===== config.mk =====
export PLATFORM = sky130hd
export DESIGN_NAME = alu_mult_sequencer
export DESIGN_NICKNAME = d
export VERILOG_FILES = /design/src/rtl/alu_mult_sequencer.sv
export SDC_FILE = /design/constraint.sdc
export NUM_CORES = 1
export LEC_CHECK = 0
export ABC_AREA = 1
export CORE_UTILIZATION = 42
export CTS_CLUSTER_SIZE = 24
export DETAILED_ROUTE_END_ITERATION = 6
export PLACE_DENSITY = 0.81
export SLEW_MARGIN = 10
export SYNTH_ARGS = -nofsm -noshare
export SYNTH_HDL_FRONTEND = slang
export SYNTH_SLANG_ARGS = --single-unit

===== constraint.sdc =====
create_clock -name clk -period 2.1 [get_ports clk]
set_input_delay 0.42 -clock clk [delete_from_list [all_inputs] [get_ports clk]]
set_output_delay 0.42 -clock clk [all_outputs]
set_load 0.02 [all_outputs]

===== src/rtl/alu_mult_sequencer.sv =====
`default_nettype none
// ============================================================================
// Module   : alu_mult_sequencer
// Brief    : Shift-and-add 32x32->64 multiplier that borrows the shared ALU
//            adder, one bit per cycle; result exposed as MIPS-style hi/lo.
//            Optional signed support via `define MULT_SIGNED_EN.
// Revision : 1.0 - initial release
// ============================================================================
module alu_mult_sequencer #(
   parameter int         WIDTH   = 32,
   parameter logic [2:0] OP_ADD  = 3'd2,
   parameter logic [2:0] OP_IDLE = 3'd0
) (
   input  logic             clk,
   input  logic             reset,
   input  logic             start,
   input  logic [WIDTH-1:0] mcand,
   input  logic [WIDTH-1:0] mplier,
   input  logic             sgn,
   output logic [WIDTH-1:0] alu_a,
   output logic [WIDTH-1:0] alu_b,
   output logic [2:0]       alu_op,
   input  logic [WIDTH-1:0] alu_res,
   output logic             busy,
   output logic             done,
   output logic [WIDTH-1:0] hi,
   output logic [WIDTH-1:0] lo
);

   localparam int                 c_cnt_w = $clog2(WIDTH);
   localparam logic [c_cnt_w-1:0] c_last  = c_cnt_w'(WIDTH - 1);

   localparam logic [1:0] c_idle = 2'd0;
   localparam logic [1:0] c_run  = 2'd1;
`ifdef MULT_SIGNED_EN
   localparam logic [1:0] c_fix  = 2'd2;
`endif
   localparam logic [1:0] c_done = 2'd3;

   logic [1:0]         r_state;
   logic [1:0]         w_next;
   logic [WIDTH-1:0]   r_hi;
   logic [WIDTH-1:0]   r_lo;
   logic [WIDTH-1:0]   r_mreg;
   logic [c_cnt_w-1:0] r_count;
   logic               w_accept;
   logic               w_last;
   logic               w_carry;
   logic [WIDTH-1:0]   w_mcand_ld;
   logic [WIDTH-1:0]   w_mplier_ld;

   assign w_accept = start && ((r_state == c_idle) || (r_state == c_done));
   assign w_last   = (r_count == c_last);
   // The adder wrapped iff the sum fell below the old partial product.
   assign w_carry  = (alu_res < r_hi);
   assign hi       = r_hi;
   assign lo       = r_lo;

`ifdef MULT_SIGNED_EN
   logic r_neg;
   logic w_neg_ld;

   always_comb begin
      w_mcand_ld  = (sgn && mcand[WIDTH-1])  ? -mcand  : mcand;
      w_mplier_ld = (sgn && mplier[WIDTH-1]) ? -mplier : mplier;
      w_neg_ld    = sgn && (mcand[WIDTH-1] ^ mplier[WIDTH-1]);
   end
`else
   logic w_unused_sgn;

   assign w_unused_sgn = sgn;
   assign w_mcand_ld   = mcand;
   assign w_mplier_ld  = mplier;
`endif

   always_ff @(posedge clk) begin
      if (reset) begin
         r_state <= c_idle;
      end else begin
         r_state <= w_next;
      end
   end

   always_comb begin
      w_next = r_state;
      case (r_state)
         c_idle: if (w_accept) w_next = c_run;
         c_run: begin
            if (w_last) begin
`ifdef MULT_SIGNED_EN
               w_next = c_fix;
`else
               w_next = c_done;
`endif
            end
         end
`ifdef MULT_SIGNED_EN
         c_fix:  w_next = c_done;
`endif
         c_done: w_next = w_accept ? c_run : c_idle;
         default: w_next = c_idle;
      endcase
   end

   always_comb begin
      busy   = 1'b0;
      done   = 1'b0;
      alu_a  = '0;
      alu_b  = '0;
      alu_op = OP_IDLE;
      case (r_state)
         c_run: begin
            busy   = 1'b1;
            alu_a  = r_hi;
            alu_b  = r_lo[0] ? r_mreg : '0;
            alu_op = OP_ADD;
         end
`ifdef MULT_SIGNED_EN
         c_fix:  busy = 1'b1;
`endif
         c_done: done = 1'b1;
         default: ;
      endcase
   end

   always_ff @(posedge clk) begin
      if (reset) begin
         r_hi    <= '0;
         r_lo    <= '0;
         r_mreg  <= '0;
         r_count <= '0;
`ifdef MULT_SIGNED_EN
         r_neg   <= 1'b0;
`endif
      end else if (w_accept) begin
         r_hi    <= '0;
         r_lo    <= w_mplier_ld;
         r_mreg  <= w_mcand_ld;
         r_count <= '0;
`ifdef MULT_SIGNED_EN
         r_neg   <= w_neg_ld;
`endif
      end else if (r_state == c_run) begin
         {r_hi, r_lo} <= {w_carry, alu_res, r_lo[WIDTH-1:1]};
         r_count      <= r_count + 1'b1;
      end
`ifdef MULT_SIGNED_EN
      else if ((r_state == c_fix) && r_neg) begin
         {r_hi, r_lo} <= -{r_hi, r_lo};
      end
`endif
   end

endmodule
`default_nettype wire


==> results.yml <==
timing:
  finalCriticalPeriod_ns: 2.01
  worst_clock_skew_ns: 0.00859
  finalHoldViolations: 0
  setup_viol: 0
  tns_ns: 0
  rsz0062_at_grt: "false"
  fmax_mhz: 497
  maxSlewViolCount: 0
  hold_ws_ns: 0.449
  timing.final.crit_share_pct: 95.7
power_and_ir_drop:
  powerDensity_mw_per_mm2: 1010
  ir_worst_vdd_uv: 543
  leakage_nw: 3.52
logic_synthesis:
  synth-seq-area-share_pct: 40.1
  synth.top_cell.area_share_pct: 40.1
  ys_top_cells_by_area: "dfxtp_1 40%, nand2_1 9.9%, ha_1 8.8%, inv_1 8.2%, a21oi_1 8.1%"
  syn-cell-area_mm2: 0.00514
  synth_cell_types: 23
  ys_warn_count: 0
  yosysTopAreaCell: "dfxtp_1"
  ys_seq_elements: 103
  avgSynthCellArea_um2: 6.90
  syn_inst: 744
detailed_routing:
  drtAntennaViolNets: 0
  post_drt_wl_per_cell_um: 12.3
  met1Wirelength_mm: 5.97
  drc_errors: 0
  wl_met2_mm: 6.60
  dr.pass1.iters: 6
  viasPerCell: 4.80
  top_layer: "met4"
  first_iter_violations: 334
  routed-wl-met3_um: 803
  route.vias.total: 5337
  wirelength_mm: 13.6
finish:
  diodes: 0
  nets: 1095
  drive_above_1_share_pct: 7.88
  area_growth_syn_to_layout_pct: 52.4
  final_common_cell: "clkdlybuf4s50_1"
  n_fill_cell: 1100
  mostFrequentLayoutCells: "162 x clkdlybuf4s50_1, 136 x nand2_1, 111 x inv_1, 103 x dfxtp_1, 102 x nor2_1"
run:
  cap_violations: 0
grt:
  grt_start_max_net_pins: 67
  grt_pass1_wl_mm: 22.0
  track_usage_pct: 21.1
  grt_overflow: 0
  grt_pass1_vias: 4826
  antenna_found_initial: 0
floorplan:
  die-area_mm2: 0.0127
  row_count: 40
  core_mm2: 0.0120
  die_h_um: 113
  die_w_um: 113
  initial_utilization_pct: 42.9
  io_pins: 233
placed_design:
  dp_hpwl_mm: 9.69
  port_buffers: 229
  place_congestion: 0.784
setup_path:
  cp.required_ns: 1.68
  path_cells: "inv_2 > ha_4 > nand2_1 > buf_12 > nor2_1 > clkdlybuf4s15_2"
  cpLargestDelayFamily: "buffers and inverters"
  max_stage_delay_ns: 0.33
  path_max_fanout: 32
  slowest_stage: "dfxtp_1"
  cp-end-kind: "output port"
  critPathLaunchType: "register"
  crit_buf_inv: 3
  critPathArrivalTime_ns: 1.59
  worstSetupPathType: "register to output port"
cts:
  cts_buffer_depth: 2
  htreeDepth: 3
  clockRootBuffer: "clkbuf_16"
  postCtsHoldBufs: 0
  cts_buffers: 9
  clkTransAtPathRegs_ns: 0.07
  clock_latency_ns: 0.34
  cts_tree: "built"
  cts_sinks: 103
run_status:
  status: "completed"
hold_path:
  hold_path_class: "register to register"
==> cell families after synthesis <==
logic type / count (synthesis) / share of synthesized area [%]
flops: 103 / 40.1
other cells: 1 / 0.0730
buf+inv: 161 / 12.6
compound gates: 157 / 16.2
simple gates: 286 / 22.3
fa+ha+maj: 36 / 8.77
==> cells in the mapped netlist (all sizes together) <==
cell type	n
ha	36
nand2	137
a31oi	31
nand4	2
nor2	104
a211oi	1
a221oi	1
inv	115
clkbuf	17
o21ai	41
conb	1
dfxtp	103
nor3	9
a21oi	83
or2	1
buf	29
nand3	33
==> repair_timing <==
| action | CTS | global route |
|---|---|---|
| setup buffers | 1 | 0 |
| gates cloned | 1 | 0 |
| resized for setup | 126 | 24 |
| endpoints found under the setup margin | 66 | 64 |
==> tightest hold or removal path, delay by kind of cell (launching register included) <==
kind,cells,cell delay (ns)
flops,1,0.30
compound gates,1,0.05
buf+inv,1,0.06
==> worst paths after layout <==
check                   from         end  slack [ns]  depth (start not counted)
setup / recovery  r_state[1]   alu_b[18]        0.09                          6
hold / removal    r_mreg[13]  r_mreg[13]        0.45                          2
setup reg to reg  r_state[0]  r_mreg[10]        0.29                          8
hold reg to reg   r_mreg[13]  r_mreg[13]        0.45                          2
==> stage by stage <==
step                cells  instance area, µm²  utilization (%)  setup WS [ns]  power (mW)
floorplan             745                5140                -         0.0864        4.82
global placement     1093                7600             63.6         0.0737        6.11
detailed placement   1093                7600             63.6         0.0557        6.17
CTS                  1111                7940             66.4       0.000602        8.00
global route         1111                7830             65.5        0.00190        8.48
finish               1111                7830             65.5         0.0899        7.92
==> flip-flops by register name, indices dropped and copies added (netlist names) <==
register,cells
hi,32
lo,32
r_count,5
r_state,2
r_mreg,32
==> where the power goes <==
group | switching [mW] | total [mW] | internal, mW
clock network | 0.746 | 1.71 | 0.967
registers | 0.237 | 2.62 | 2.38
logic | 2.11 | 3.59 | 1.49
total | 3.09 | 7.92 | 4.83
==> final cells by class <==
cell class	count	area [µm²]	area share (%)
clock inverter	5	62.6	0.799
clock buffer	11	243	3.10
multi-input combinational	481	2450	31.3
inverter	115	432	5.51
timing repair buffer	249	2400	30.6
tap	147	184	2.35
sequential	103	2060	26.3
==> metal layers <==
layer	up-vias	GRT usage [%]
met5	-	0
met1	2365	25.8
met2	165	36.0
met3	18	4.16
li1	2789	-
met4	0	8.89
(Power assumes the default switching activity.)
